==> src/rtl/vrc4_pkg.sv <==
// Shared constants and types for the VRC4 mapper-21 CPU write decoder and bank register file.
// Register groups are cpu_addr[14:12]. The SST map places the CHR banks at 4..19.
package vrc4_pkg;

  localparam logic [2:0] REG_PRG0  = 3'd0;
  localparam logic [2:0] REG_MISC  = 3'd1;
  localparam logic [2:0] REG_PRG1  = 3'd2;
  localparam logic [2:0] REG_CHR01 = 3'd3;
  localparam logic [2:0] REG_CHR23 = 3'd4;
  localparam logic [2:0] REG_CHR45 = 3'd5;
  localparam logic [2:0] REG_CHR67 = 3'd6;
  localparam logic [2:0] REG_IRQ   = 3'd7;

  localparam int ADDR_MODE_OR   = 0;  // lo = A1|A6, hi = A2|A7
  localparam int ADDR_MODE_A1A2 = 1;
  localparam int ADDR_MODE_A6A7 = 2;

  typedef enum logic [1:0] {
    MIR_VERT  = 2'd0,
    MIR_HORZ  = 2'd1,
    MIR_SCR_A = 2'd2,
    MIR_SCR_B = 2'd3
  } mirror_e;

  localparam logic [7:0] SST_PRG0     = 8'd0;
  localparam logic [7:0] SST_PRG1     = 8'd1;
  localparam logic [7:0] SST_MISC     = 8'd2;
  localparam logic [7:0] SST_CHR_BASE = 8'd4;
  localparam logic [7:0] SST_CHR_LAST = 8'd19;

  typedef struct packed {
    logic       act;
    logic       we_reg;
    logic [7:0] addr;
    logic [7:0] dato;
  } sst_bus_t;

endpackage

==> src/rtl/vrc4_addr_sel.sv <==
// Maps the board's address-line wiring onto the register-select {hi, lo} pair.
// This module is shared with the VRC2 variant, which uses different wiring.
module vrc4_addr_sel
  import vrc4_pkg::*;
#(
  parameter int ADDR_MODE = ADDR_MODE_OR
) (
  input  logic i_a1,
  input  logic i_a2,
  input  logic i_a6,
  input  logic i_a7,
  output logic o_hi,
  output logic o_lo
);

  always_comb begin
    o_hi = i_a2 | i_a7;
    o_lo = i_a1 | i_a6;
    case (ADDR_MODE)
      ADDR_MODE_A1A2: begin
        o_hi = i_a2;
        o_lo = i_a1;
      end
      ADDR_MODE_A6A7: begin
        o_hi = i_a7;
        o_lo = i_a6;
      end
      default: ;
    endcase
  end

endmodule

==> src/rtl/vrc4_reg_file.sv <==
// Handles VRC4 writes to $8000-$FFFF. Holds the PRG, CHR and mirror/WRAM registers,
// drives the bank outputs and the IRQ strobes, and supports save-state access.
module vrc4_reg_file
  import vrc4_pkg::*;
#(
  parameter int ADDR_MODE = ADDR_MODE_OR
) (
  input  logic        cpu_m2,
  input  logic        map_rst,
  input  logic [15:0] cpu_addr,
  input  logic [7:0]  cpu_data,
  input  logic        cpu_rw,
  input  logic [13:0] ppu_addr,
  output logic [4:0]  prg_bank,
  output logic [8:0]  chr_bank,
  output logic [1:0]  mirror,
  output logic        wram_en,
  output logic        ce_latl,
  output logic        ce_lath,
  output logic        ce_ctrl,
  output logic        ce_ackn,
  output logic        ce_latx,
  input  sst_bus_t    sst,
  output logic [7:0]  sst_di
);

  logic       w_hi, w_lo, w_wr, w_irq, w_sst_chr;
  logic [2:0] w_grp, w_grp_m3, w_chr_n, w_sst_idx;
  logic [7:0] w_sst_off;
  logic       w_unused;

  logic [4:0] r_prg0, r_prg1;
  logic       r_prg_mode, r_wram_en;
  logic [1:0] r_mirror;
  logic [8:0] r_chr [8];

  vrc4_addr_sel #(.ADDR_MODE(ADDR_MODE)) u_addr_sel (
    .i_a1 (cpu_addr[1]),
    .i_a2 (cpu_addr[2]),
    .i_a6 (cpu_addr[6]),
    .i_a7 (cpu_addr[7]),
    .o_hi (w_hi),
    .o_lo (w_lo)
  );

  assign w_wr      = !cpu_rw && cpu_addr[15];
  assign w_grp     = cpu_addr[14:12];
  assign w_grp_m3  = w_grp - REG_CHR01;
  assign w_chr_n   = {w_grp_m3[1:0], w_hi};
  assign w_sst_off = sst.addr - SST_CHR_BASE;
  assign w_sst_chr = (sst.addr >= SST_CHR_BASE) && (sst.addr <= SST_CHR_LAST);
  assign w_sst_idx = w_sst_off[3:1];

  always_ff @(negedge cpu_m2 or posedge map_rst) begin
    if (map_rst) begin
      r_prg0     <= '0;
      r_prg1     <= '0;
      r_prg_mode <= 1'b0;
      r_wram_en  <= 1'b0;
      r_mirror   <= MIR_VERT;
      for (int i = 0; i < 8; i++) r_chr[i] <= '0;
    end else if (sst.act) begin
      // Save-state access owns the registers and blocks CPU writes.
      if (sst.we_reg) begin
        if (w_sst_chr) begin
          if (sst.addr[0]) r_chr[w_sst_idx][8]   <= sst.dato[0];
          else             r_chr[w_sst_idx][7:0] <= sst.dato;
        end else begin
          case (sst.addr)
            SST_PRG0: r_prg0 <= sst.dato[4:0];
            SST_PRG1: r_prg1 <= sst.dato[4:0];
            SST_MISC: {r_prg_mode, r_wram_en, r_mirror} <= sst.dato[3:0];
            default: ;
          endcase
        end
      end
    end else if (w_wr) begin
      case (w_grp)
        REG_PRG0: r_prg0 <= cpu_data[4:0];
        REG_MISC: begin
          if (!w_hi) begin
            r_mirror <= cpu_data[1:0];
          end else if (!w_lo) begin
            r_wram_en  <= cpu_data[0];
            r_prg_mode <= cpu_data[1];
          end
        end
        REG_PRG1: r_prg1 <= cpu_data[4:0];
        REG_CHR01, REG_CHR23, REG_CHR45, REG_CHR67: begin
          if (w_lo) r_chr[w_chr_n][8:4] <= cpu_data[4:0];
          else      r_chr[w_chr_n][3:0] <= cpu_data[3:0];
        end
        default: ;
      endcase
    end
  end

  always_comb begin
    case (cpu_addr[14:13])
      2'd0:    prg_bank = r_prg_mode ? 5'h1E : r_prg0;
      2'd1:    prg_bank = r_prg1;
      2'd2:    prg_bank = r_prg_mode ? r_prg0 : 5'h1E;
      default: prg_bank = 5'h1F;
    endcase
  end

  assign chr_bank = r_chr[ppu_addr[12:10]];
  assign mirror   = r_mirror;
  assign wram_en  = r_wram_en;

  assign w_irq   = w_wr && (w_grp == REG_IRQ);
  assign ce_latl = w_irq && !w_hi && !w_lo;
  assign ce_lath = w_irq && !w_hi &&  w_lo;
  assign ce_ctrl = w_irq &&  w_hi && !w_lo;
  assign ce_ackn = w_irq &&  w_hi &&  w_lo;
  assign ce_latx = 1'b0;

  always_comb begin
    sst_di = 8'hFF;
    if (w_sst_chr) begin
      sst_di = sst.addr[0] ? {7'b0, r_chr[w_sst_idx][8]} : r_chr[w_sst_idx][7:0];
    end else begin
      case (sst.addr)
        SST_PRG0: sst_di = {3'b0, r_prg0};
        SST_PRG1: sst_di = {3'b0, r_prg1};
        SST_MISC: sst_di = {4'b0, r_prg_mode, r_wram_en, r_mirror};
        default: ;
      endcase
    end
  end

  assign w_unused = ^{cpu_addr[11:8], cpu_addr[5:3], cpu_addr[0], cpu_data[7:5],
                      ppu_addr[13], ppu_addr[9:0], w_sst_off[7:4], w_sst_off[0], w_grp_m3[2]};

endmodule

==> config.mk <==
export PLATFORM = sky130hd
export DESIGN_NAME = vrc4_reg_file
export DESIGN_NICKNAME = d
export VERILOG_FILES = /design/src/rtl/vrc4_pkg.sv /design/src/rtl/vrc4_addr_sel.sv /design/src/rtl/vrc4_reg_file.sv
export SDC_FILE = /design/constraint.sdc
export NUM_CORES = 1
export LEC_CHECK = 0
export ABC_AREA = 1
export CAP_MARGIN = 20
export CORE_MARGIN = 2
export CORE_UTILIZATION = 57
export DETAILED_ROUTE_END_ITERATION = 8
export PLACE_DENSITY = 0.9
export SYNTH_ARGS = -nofsm -noshare
export SYNTH_HDL_FRONTEND = slang
export SYNTH_SLANG_ARGS = --single-unit
==> constraint.sdc <==
create_clock -name cpu_m2 -period 3 [get_ports cpu_m2]
set_input_delay 0.45 -clock cpu_m2 [delete_from_list [all_inputs] [get_ports cpu_m2]]
set_output_delay 0.45 -clock cpu_m2 [all_outputs]
set_load 0.01 [all_outputs]
==> results of run 1 <==
-- per-layer routing --
layer  GRT usage  GRT overflow
met1       0.815             0
met2       0.944            18
met3       0.665             1
met4       0.822            15
met5       0.337             0
-- cell families after synthesis --
| logic type | synth area share |
|---|---|
| AND/OR/NAND/NOR | 0.393 |
| AO/OA/AOI/OAI | 0.200 |
| buffers and inverters | 0.0799 |
| flip-flops | 0.318 |
| adder cells (fa/ha/maj) | 0.00923 |
| other | 0.000553 |
-- timing repair --
action                                  CTS
resized for setup                       388
pin swaps                               106
cloned                                   10
endpoints found under the setup margin  111
setup buffers                            57
hold buffers                              0
-- per-stage QoR --
step                setup slack (ns)  utilization  std cells
CTS                           -0.506        0.957       1545
detailed placement             -1.14        0.816       1466
global placement              -0.969        0.816       1466
floorplan                     -0.275            -       1110
==> metrics.json, run 1 <==
{
  "run_status": {"value": "stopped before the end"},
  "stop_stage": {"value": "5_1_grt"},
  "error_line": {"value": "[ERROR GRT-0116] Global routing finished with congestion. Check the congestion regions in the DRC Viewer."},
  "synth.yosys.seq_area_share": {"value": 0.318},
  "cts-buffers-inserted": {"value": 9},
  "ctsHtreeMaxLevel": {"value": 3},
  "synth.most_common_cell": {"value": "sky130_fd_sc_hd__nand2_1"},
  "first_global_vias": {"value": 13400},
  "cts_root_buffer": {"value": "sky130_fd_sc_hd__clkbuf_16"},
  "synth_seq_cells": {"value": 86},
  "cts.path.max_buffers": {"value": 2},
  "synthesis.area_per_instance": {"value": 6.11, "unit": "µm²"},
  "die_y": {"value": 113, "unit": "µm"},
  "place_hpwl": {"value": 21.0, "unit": "mm"},
  "cts.sink_count": {"value": 86},
  "async_reset_ff_frac": {"value": 1.00},
  "io_pins": {"value": 89},
  "yosys_warnings": {"value": 0},
  "grt.total_usage": {"value": 0.807},
  "synth_edf_count": {"value": 0},
  "synth_top_cell_by_area": {"value": "sky130_fd_sc_hd__dfrtn_1"},
  "place.gp.congestion": {"value": 1.06},
  "synthTopCellsByArea": {"value": "sky130_fd_sc_hd__dfrtn_1, sky130_fd_sc_hd__nand2_1, sky130_fd_sc_hd__o21ai_0"},
  "width_of_the_die": {"value": 113, "unit": "µm"},
  "synth.lib_cells_used.distinct": {"value": 26},
  "core.rowCount": {"value": 39},
  "synth.cell_area": {"value": 6780, "unit": "µm²"},
  "total_overflow_reported_by_the_global_router": {"value": 34},
  "postPlaceCellArea": {"value": 9400, "unit": "µm²"},
  "dominantRegCellSynth": {"value": "sky130_fd_sc_hd__dfrtn_1"},
  "grt_start_max_net_pins": {"value": 62},
  "grt_first_pass_wirelength": {"value": 78.8, "unit": "mm"},
  "port-buffer-count": {"value": 65},
  "synth_nets": {"value": 1174},
  "post-synth-top-area-fraction": {"value": 0.318},
  "cell_types_with_the_highest_counts_after_synthesis": {"value": "sky130_fd_sc_hd__nand2_1, sky130_fd_sc_hd__o21ai_0, sky130_fd_sc_hd__dfrtn_1, sky130_fd_sc_hd__nand4_1, sky130_fd_sc_hd__nor2_1"},
  "cells_after_synth": {"value": 1110},
  "initial_core_util": {"value": 0.589}
}
==> run 2: changes to the inputs <==
- CORE_UTILIZATION: 57 -> 40
- PLACE_DENSITY: 0.9 -> default
- PLACE_DENSITY_LB_ADDON: default -> 0.15
==> metrics.json, run 2 <==
{
  "initial_core_util": {"value": 0.409, "change": "was 0.589"},
  "fill_cells": {"value": 1451},
  "final-setup-viol-count": {"value": 108},
  "largest_register_ff_count": {"value": 72},
  "rsz0062_at_grt": {"value": "true"},
  "numPlacedInstances": {"value": 1558, "change": "was 1,466"},
  "max_flop_register": {"value": "r_chr"},
  "first_global_vias": {"value": 8779},
  "cts.sink_count": {"value": 86, "change": "unchanged"},
  "place_hpwl": {"value": 21.7, "unit": "mm", "change": "was 21.0 mm"},
  "detailedRoute.firstPassIterationCount": {"value": 6},
  "worst-endpoint-required": {"value": 2.55, "unit": "ns"},
  "worstRegToRegCells": {"value": 5},
  "nets": {"value": 1486},
  "die_y": {"value": 134, "unit": "µm", "change": "was 113 µm"},
  "crit_path_start_kind": {"value": "flip-flop"},
  "port-buffer-count": {"value": 65, "change": "unchanged"},
  "core.rowCount": {"value": 47, "change": "was 39"},
  "failed_checks": {"value": "negative setup slack"},
  "yosys_warnings": {"value": 0, "change": "unchanged"},
  "grt.total_usage": {"value": 0.352},
  "place_ws": {"value": -1.09, "unit": "ns", "change": "was -1.14 ns"},
  "layout.cells.most_common": {"value": "sky130_fd_sc_hd__nand2_1"},
  "worstPathArrival": {"value": 3.10, "unit": "ns"},
  "power.density": {"value": 338, "unit": "nW/µm²"},
  "worstPathMaxFanout": {"value": 2},
  "tritoncts_clock_tree": {"value": "done"},
  "cell_types_with_the_highest_counts_after_synthesis": {"value": "sky130_fd_sc_hd__nand2_1, sky130_fd_sc_hd__o21ai_0, sky130_fd_sc_hd__dfrtn_1, sky130_fd_sc_hd__nand4_1, sky130_fd_sc_hd__nor2_1", "change": "unchanged"},
  "worst_hold_path_type": {"value": "reg -> reg"},
  "grt_first_pass_wirelength": {"value": 48.7, "unit": "mm"},
  "width_of_the_die": {"value": 134, "unit": "µm", "change": "was 113 µm"},
  "cts-buffers-inserted": {"value": 9, "change": "unchanged"},
  "finalNonFillerCells": {"value": 1647},
  "place.gp.congestion": {"value": 1.03, "change": "was 1.06"},
  "drt.antenna.violating_nets": {"value": 0},
  "via_per_inst": {"value": 5.67},
  "core": {"value": 16600, "unit": "µm²"},
  "synth.most_common_cell": {"value": "sky130_fd_sc_hd__nand2_1", "change": "unchanged"},
  "cts.path.max_buffers": {"value": 2, "change": "unchanged"},
  "tightest_slew": {"value": 0.698, "unit": "ns"},
  "number_of_failing_hold_endpoints_at_the_final_stage": {"value": 0},
  "cts_root_buffer": {"value": "sky130_fd_sc_hd__clkbuf_16", "change": "unchanged"},
  "total_overflow_reported_by_the_global_router": {"value": 0},
  "clk-insertion-delay-late": {"value": 0.36, "unit": "ns"},
  "route.detailed.wl_per_inst": {"value": 19.1, "unit": "µm"},
  "postRouteWirelength": {"value": 31.5, "unit": "mm"},
  "dominantRegCellSynth": {"value": "sky130_fd_sc_hd__dfrtn_1", "change": "unchanged"},
  "async_reset_ff_frac": {"value": 1.00, "change": "unchanged"},
  "postLayoutSetupSlackWorst": {"value": -0.548, "unit": "ns"},
  "synthTopCellsByArea": {"value": "sky130_fd_sc_hd__dfrtn_1, sky130_fd_sc_hd__nand2_1, sky130_fd_sc_hd__o21ai_0", "change": "unchanged"},
  "io_pins": {"value": 89, "change": "unchanged"},
  "run_status": {"value": "finished, violations left", "change": "was stopped before the end"},
  "timing.critical_path.cells": {"value": "o21ai_1 > o22ai_1 > buf_4 > nor2_2 > a31oi_1 > buf_2"},
  "n_antenna_cell": {"value": 0},
  "synth.yosys.seq_area_share": {"value": 0.318, "change": "unchanged"},
  "hold_path_depth": {"value": 2},
  "most-common-layout-cells": {"value": "sky130_fd_sc_hd__nand2_1, sky130_fd_sc_hd__buf_4, sky130_fd_sc_hd__o21ai_0, sky130_fd_sc_hd__dfrtn_1, sky130_fd_sc_hd__nand4_1"},
  "largest_registers": {"value": "r_chr: 72 flops, r_prg0: 5 flops, r_prg1: 5 flops"},
  "die-area": {"value": 18000, "unit": "µm²"},
  "synth_top_cell_by_area": {"value": "sky130_fd_sc_hd__dfrtn_1", "change": "unchanged"},
  "layout-drive-gt1-share": {"value": 0.390},
  "ctsHtreeMaxLevel": {"value": 3, "change": "unchanged"},
  "max_cap_violations": {"value": 0},
  "synth.lib_cells_used.distinct": {"value": 26, "change": "unchanged"},
  "synth_seq_cells": {"value": 86, "change": "unchanged"},
  "antenna_found_initial": {"value": 0},
  "critPathCaptureType": {"value": "primary output"},
  "criticalPathCategory": {"value": "reg -> out"},
  "synthesis.area_per_instance": {"value": 6.11, "unit": "µm²", "change": "unchanged"},
  "slew_viol_final": {"value": 0},
  "power.leakage": {"value": 5.29, "unit": "nW"},
  "synth_edf_count": {"value": 0, "change": "unchanged"},
  "timing.clock.skew": {"value": 0, "unit": "ns"},
  "cells_after_synth": {"value": 1110, "change": "unchanged"},
  "worst_path_max_delay_cell": {"value": "sky130_fd_sc_hd__dfrtn_1"},
  "critPathMaxStageDelay": {"value": 0.42, "unit": "ns"},
  "path_clk_slew": {"value": 0.05, "unit": "ns"},
  "grt_start_max_net_pins": {"value": 39},
  "num_vias": {"value": 9343},
  "post-synth-top-area-fraction": {"value": 0.318, "change": "unchanged"},
  "max-slew-margin-rel": {"value": 0.534},
  "peakVddDrop": {"value": 0.000303, "unit": "V"},
  "detail_route.drc_violations": {"value": 0},
  "drtIter0Drc": {"value": 1024},
  "synth_nets": {"value": 1174, "change": "unchanged"},
  "synth.cell_area": {"value": 6780, "unit": "µm²", "change": "unchanged"},
  "syn_to_final_growth": {"value": 67.0, "unit": "%"}
}
==> run 2: cell counts after synthesis <==
No cell type changed its count.
==> run 2: stage by stage <==
step	cell area, µm²	hold slack, ns	power, W	util	setup TNS [ns]
after floorplan	7160	0.402	0.00179	-	-19.92
after global placement	9600	0.419	0.00233	0.579	-92.59
after detailed placement	9600	0.422	0.00233	0.579	-97.70
after CTS	11000	0.443	0.00374	0.663	-24.17
after global routing	11300	0.456	0.00396	0.682	-36.12
final	11300	0.443	0.00383	0.682	-27.32
==> run 2: report_power, final <==
part	total [W]	internal (W)	switching [W]	leakage, nW
clock network	0.00117	0.000592	0.000580	0.148
registers	0.00130	0.00124	0.0000646	1.18
logic	0.00135	0.000622	0.000731	3.96
total	0.00383	0.00245	0.00138	5.29
==> run 2: path summary, 6_finish.rpt <==
check | start | end | slack [ns]
hold / removal | r_chr[63] | r_chr[63] | 0.44
max in group asynchronous | map_rst | r_prg0[2] | 0.76
setup reg to reg | r_chr[30] | r_chr[30] | 2.03
setup / recovery | r_chr[49] | chr_bank[4] | -0.55
hold reg to reg | r_chr[63] | r_chr[63] | 0.44
min in group asynchronous | map_rst | r_chr[60] | 1.74
==> run 2: cell families (layout without fill, tap and decap cells) <==
family,count (synthesis),in the layout,synth area share
AOI/OAI and AO/OA,253,253,0.200
adders and majority gates,5,5,0.00923
buffers and inverters,134,451,0.0799
DFF,86,86,0.318
other,1,1,0.000553
and+or+nand+nor,631,631,0.393
==> run 2: layout make-up <==
| cell class | instances | area [µm²] | area share |
|---|---|---|---|
| repair buffers | 363 | 3360 | 0.297 |
| multi-input cells | 890 | 4920 | 0.434 |
| well taps | 220 | 275 | 0.0243 |
| flip-flops and latches | 86 | 2150 | 0.190 |
| inverters | 71 | 309 | 0.0273 |
| clock inverters | 7 | 73.8 | 0.00652 |
| repair inverters | 1 | 7.51 | 0.000663 |
| clock buffers | 9 | 225 | 0.0199 |
==> run 2: worst max-delay path, delay by kind of cell, from the launching register on <==
| kind | cells | cell delay [ns] |
|---|---|---|
| AO/OA/AOI/OAI | 3 | 0.45 |
| buffers and inverters | 2 | 0.33 |
| flip-flops | 1 | 0.42 |
| AND/OR/NAND/NOR | 1 | 0.04 |
==> run 2: layer usage <==
layer | share of wire | track usage | vias up
met5 | 0 | 0 | -
met4 | 0.050 | 0.177 | 0
met3 | 0.098 | 0.0593 | 115
met2 | 0.46 | 0.563 | 554
met1 | 0.39 | 0.460 | 4298
li1 | - | - | 4376
==> run 2: timing repair <==
| action | in CTS | in global routing |
|---|---|---|
| pin swaps | 138 | 90 |
| setup buffers | 52 | 19 |
| endpoints found under the hold margin | 0 | 0 |
| endpoints found under the setup margin | 111 | 108 |
| hold buffers | 0 | 0 |
| cloned | 15 | 0 |
| gates resized for setup | 319 | 110 |
Power figures use the tool's default switching activity.
==> run 3: changes to the inputs <==
- ABC_AREA: 1 -> default
==> metrics.json, run 3 <==
{
  "via_per_inst": {"value": 6.22, "change": "was 5.67"},
  "max_cap_violations": {"value": 0, "change": "unchanged"},
  "drtIter0Drc": {"value": 439, "change": "was 1,024"},
  "fin_worst_hold_slack": {"value": 0.474, "unit": "ns", "change": "was 0.443 ns"},
  "slew_viol_final": {"value": 0, "change": "unchanged"},
  "clk-insertion-delay-late": {"value": 0.35, "unit": "ns", "change": "was 0.36 ns"},
  "postPlaceCellArea": {"value": 8420, "unit": "µm²", "change": "was 9600 µm²"},
  "postLayoutSetupSlackWorst": {"value": -0.830, "unit": "ns", "change": "was -0.548 ns"},
  "timing.clock.skew": {"value": 0, "unit": "ns", "change": "unchanged"},
  "core.rowCount": {"value": 45, "change": "was 47"},
  "place.gp.congestion": {"value": 0.976, "change": "was 1.03"},
  "postLayoutCellArea": {"value": 10000, "unit": "µm²", "change": "was 11,300 µm²"},
  "postRouteWirelength": {"value": 25.2, "unit": "mm", "change": "was 31.5 mm"},
  "tritoncts_clock_tree": {"value": "done", "change": "unchanged"},
  "num_vias": {"value": 6188, "change": "was 9,343"},
  "synth.most_common_cell": {"value": "sky130_fd_sc_hd__dfrtn_1", "change": "was sky130_fd_sc_hd__nand2_1"},
  "most-common-layout-cells": {"value": "sky130_fd_sc_hd__buf_4, sky130_fd_sc_hd__dfrtn_1, sky130_fd_sc_hd__mux2_4, sky130_fd_sc_hd__o22ai_1, sky130_fd_sc_hd__buf_6", "change": "was sky130_fd_sc_hd__nand2_1, sky130_fd_sc_hd__buf_4, sky130_fd_sc_hd__o21ai_0, sky130_fd_sc_hd__dfrtn_1, sky130_fd_sc_hd__nand4_1"},
  "regToRegEndpoint": {"value": "r_chr[58]", "change": "was r_chr[30]"},
  "synth_edf_count": {"value": 0, "change": "unchanged"},
  "synth.yosys.seq_area_share": {"value": 0.349, "change": "was 0.318"},
  "initial_core_util": {"value": 0.407, "change": "was 0.409"},
  "width_of_the_die": {"value": 128, "unit": "µm", "change": "was 134 µm"},
  "antenna_found_initial": {"value": 0, "change": "unchanged"},
  "nets": {"value": 867, "change": "was 1,486"},
  "path_clk_slew": {"value": 0.05, "unit": "ns", "change": "about the same"},
  "cells_after_synth": {"value": 556, "change": "was 1,110"},
  "syn_to_final_growth": {"value": 63.0, "unit": "%", "change": "was 67.0%"},
  "cts-hold-fix-buffers": {"value": 0, "change": "unchanged"},
  "criticalPathCategory": {"value": "reg -> out", "change": "unchanged"},
  "final-setup-viol-count": {"value": 108, "change": "unchanged"},
  "rsz0062_at_grt": {"value": "true", "change": "unchanged"},
  "cts_root_buffer": {"value": "sky130_fd_sc_hd__clkbuf_16", "change": "unchanged"},
  "hold_path_depth": {"value": 1, "change": "was 2"},
  "synth_seq_cells": {"value": 86, "change": "unchanged"},
  "crit_path_start_kind": {"value": "flip-flop", "change": "unchanged"},
  "port-buffer-count": {"value": 65, "change": "unchanged"},
  "power.density": {"value": 361, "unit": "nW/µm²", "change": "was 338 nW/µm²"},
  "synth_top_cell_by_area": {"value": "sky130_fd_sc_hd__dfrtn_1", "change": "unchanged"},
  "grt.total_usage": {"value": 0.308, "change": "was 0.352"},
  "crit-reg2reg-launch": {"value": "r_chr[58]", "change": "was r_chr[30]"},
  "max-slew-margin-rel": {"value": 0.653, "change": "was 0.534"},
  "ctsHtreeMaxLevel": {"value": 3, "change": "unchanged"},
  "synth.cell_area": {"value": 6160, "unit": "µm²", "change": "was 6780 µm²"},
  "yosys_warnings": {"value": 0, "change": "unchanged"},
  "synth_nets": {"value": 620, "change": "was 1,174"},
  "number_of_failing_hold_endpoints_at_the_final_stage": {"value": 0, "change": "unchanged"},
  "layout.cells.most_common": {"value": "sky130_fd_sc_hd__buf_4", "change": "was sky130_fd_sc_hd__nand2_1"},
  "dominantRegCellSynth": {"value": "sky130_fd_sc_hd__dfrtn_1", "change": "unchanged"},
  "worst_hold_path_type": {"value": "reg -> reg", "change": "unchanged"},
  "worstRegToRegCells": {"value": 4, "change": "was 5"},
  "worstSetupEndpoint": {"value": "sst_di[0]", "change": "was chr_bank[4]"},
  "failed_checks": {"value": "negative setup slack", "change": "unchanged"},
  "drt.antenna.violating_nets": {"value": 0, "change": "unchanged"},
  "largest_registers": {"value": "r_chr: 72 flops, r_prg0: 5 flops, r_prg1: 5 flops", "change": "unchanged"},
  "synthTopCellsByArea": {"value": "sky130_fd_sc_hd__dfrtn_1, sky130_fd_sc_hd__mux2_2, sky130_fd_sc_hd__mux4_2", "change": "was sky130_fd_sc_hd__dfrtn_1, sky130_fd_sc_hd__nand2_1, sky130_fd_sc_hd__o21ai_0"},
  "async_reset_ff_frac": {"value": 1.00, "change": "unchanged"},
  "power.leakage": {"value": 4.33, "unit": "nW", "change": "was 5.29 nW"},
  "grt_first_pass_wirelength": {"value": 37.6, "unit": "mm", "change": "was 48.7 mm"},
  "worstPathArrival": {"value": 3.38, "unit": "ns", "change": "was 3.10 ns"},
  "route.detailed.wl_per_inst": {"value": 25.3, "unit": "µm", "change": "was 19.1 µm"},
  "synthesis.area_per_instance": {"value": 11.1, "unit": "µm²", "change": "was 6.11 µm²"},
  "rrSetupSlack": {"value": 1.82, "unit": "ns", "change": "was 2.03 ns"},
  "run_status": {"value": "finished, violations left", "change": "unchanged"},
  "io_pins": {"value": 89, "change": "unchanged"},
  "post-synth-top-area-fraction": {"value": 0.349, "change": "was 0.318"},
  "cts.sink_count": {"value": 86, "change": "unchanged"},
  "total_overflow_reported_by_the_global_router": {"value": 0, "change": "unchanged"},
  "max_flop_register": {"value": "r_chr", "change": "unchanged"},
  "largest_register_ff_count": {"value": 72, "change": "unchanged"},
  "detail_route.drc_violations": {"value": 0, "change": "unchanged"},
  "critPathLaunch": {"value": "r_chr[63]", "change": "was r_chr[49]"},
  "core": {"value": 15100, "unit": "µm²", "change": "was 16,600 µm²"},
  "cell_types_with_the_highest_counts_after_synthesis": {"value": "sky130_fd_sc_hd__dfrtn_1, sky130_fd_sc_hd__mux2_2, sky130_fd_sc_hd__o22ai_1, sky130_fd_sc_hd__nand2_1, sky130_fd_sc_hd__mux4_2", "change": "was sky130_fd_sc_hd__nand2_1, sky130_fd_sc_hd__o21ai_0, sky130_fd_sc_hd__dfrtn_1, sky130_fd_sc_hd__nand4_1, sky130_fd_sc_hd__nor2_1"},
  "n_antenna_cell": {"value": 0, "change": "unchanged"},
  "worst-endpoint-required": {"value": 2.55, "unit": "ns", "change": "about the same"},
  "place_hpwl": {"value": 17.1, "unit": "mm", "change": "was 21.7 mm"},
  "layout-drive-gt1-share": {"value": 0.616, "change": "was 0.390"},
  "critPathCaptureType": {"value": "primary output", "change": "unchanged"},
  "first_global_vias": {"value": 6485, "change": "was 8,779"},
  "peakVddDrop": {"value": 0.000306, "unit": "V", "change": "was 0.000303 V"},
  "tightest_slew": {"value": 0.515, "unit": "ns", "change": "was 0.698 ns"},
  "die_y": {"value": 128, "unit": "µm", "change": "was 134 µm"},
  "timing.setup.tns": {"value": -41.33, "unit": "ns", "change": "was -27.32 ns"},
  "grt_start_max_net_pins": {"value": 37, "change": "was 39"},
  "finish.utilization": {"value": 0.663, "change": "was 0.682"},
  "detailedRoute.firstPassIterationCount": {"value": 5, "change": "was 6"},
  "cts-buffers-inserted": {"value": 9, "change": "unchanged"},
  "worstPathMaxFanout": {"value": 3, "change": "was 2"},
  "cts.path.max_buffers": {"value": 2, "change": "unchanged"},
  "die-area": {"value": 16400, "unit": "µm²", "change": "was 18,000 µm²"},
  "synth.lib_cells_used.distinct": {"value": 63, "change": "was 26"}
}
run 3: cell count changes after synthesis, moves of 29 or more:
cell and change:
sky130_fd_sc_hd__nand2_1 -361, sky130_fd_sc_hd__o21ai_0 -134, sky130_fd_sc_hd__mux2_2 +76, sky130_fd_sc_hd__nand4_1 -70
sky130_fd_sc_hd__nor2_1 -58, sky130_fd_sc_hd__inv_1 -57, sky130_fd_sc_hd__nand3_1 -53, sky130_fd_sc_hd__o22ai_1 +50
sky130_fd_sc_hd__a21oi_1 -38, sky130_fd_sc_hd__mux4_2 +36, sky130_fd_sc_hd__clkbuf_1 -29
run 3: worst min path at each step:
stage | from | slack, ns | endpoint
detailed placement | r_chr[34] | 0.48 | r_chr[34]
global route | r_chr[63] | 0.49 | r_chr[63]
finish | r_chr[56] | 0.47 | r_chr[56]
CTS | r_chr[56] | 0.48 | r_chr[56]
global placement | r_chr[42] | 0.45 | r_chr[42]
floorplan | r_chr[41] | 0.43 | r_chr[41]
run 3: final cells by class:
cell class	count	area, µm²
clock inverter	5	85.1
clock buffer	10	229
multi-input combinational	428	4830
inverter	4	31.3
timing repair buffer	274	2480
sequential	86	2150
tap	188	235
fill	1094	5100
run 3: timing repair:
item,in CTS,in global routing
gates cloned,0,1
endpoints found under the setup margin,111,108
pin swaps,46,37
setup buffers,30,23
resized for setup,358,51
run 3: kinds of logic after synthesis:
kind of cell | Yosys count | synth area share
compound gates | 145 | 0.158
xor+xnor | 1 | 0.00142
fa+ha+maj | 5 | 0.0102
buf+inv | 42 | 0.0331
flops | 86 | 0.349
mux | 134 | 0.316
other cells | 1 | 0.000609
simple gates | 142 | 0.132
run 3: stage by stage:
step	worst slack [ns]	std cells	power [W]
finish	-0.830	995	0.00363
global route	-0.857	995	0.00374
CTS	-0.791	976	0.00350
detailed placement	-1.29	934	0.00218
global placement	-1.20	934	0.00216
floorplan	-0.854	556	0.00171
run 3: worst max-delay path: stages (launching register included):
cell and delay (ns):
sky130_fd_sc_hd__dfrtn_1 0.35, sky130_fd_sc_hd__mux4_2 0.51, sky130_fd_sc_hd__mux2_4 0.32, sky130_fd_sc_hd__o21ai_2 0.15, sky130_fd_sc_hd__a21oi_2 0.05, sky130_fd_sc_hd__buf_2 0.14
run 3: report_power, final:
group / switching, W / internal [W]
logic: 0.000529 / 0.000571
registers: 0.0000511 / 0.00125
clock network: 0.000499 / 0.000728
total: 0.00108 / 0.00255
run 3: per-layer routing:
| layer | wire (µm) | up-vias | GRT usage |
|---|---|---|---|
| met5 | 0 | - | 0 |
| met4 | 1260 | 0 | 0.172 |
| met2 | 11900 | 321 | 0.494 |
| met1 | 10200 | 3126 | 0.390 |
| li1 | - | 2651 | - |
| met3 | 1810 | 90 | 0.0618 |
==> run 4: changes to the inputs <==
- CAP_MARGIN: 20 -> default
==> results of run 4 <==
Final layout, timing and power as in run 3 (identical DEF).
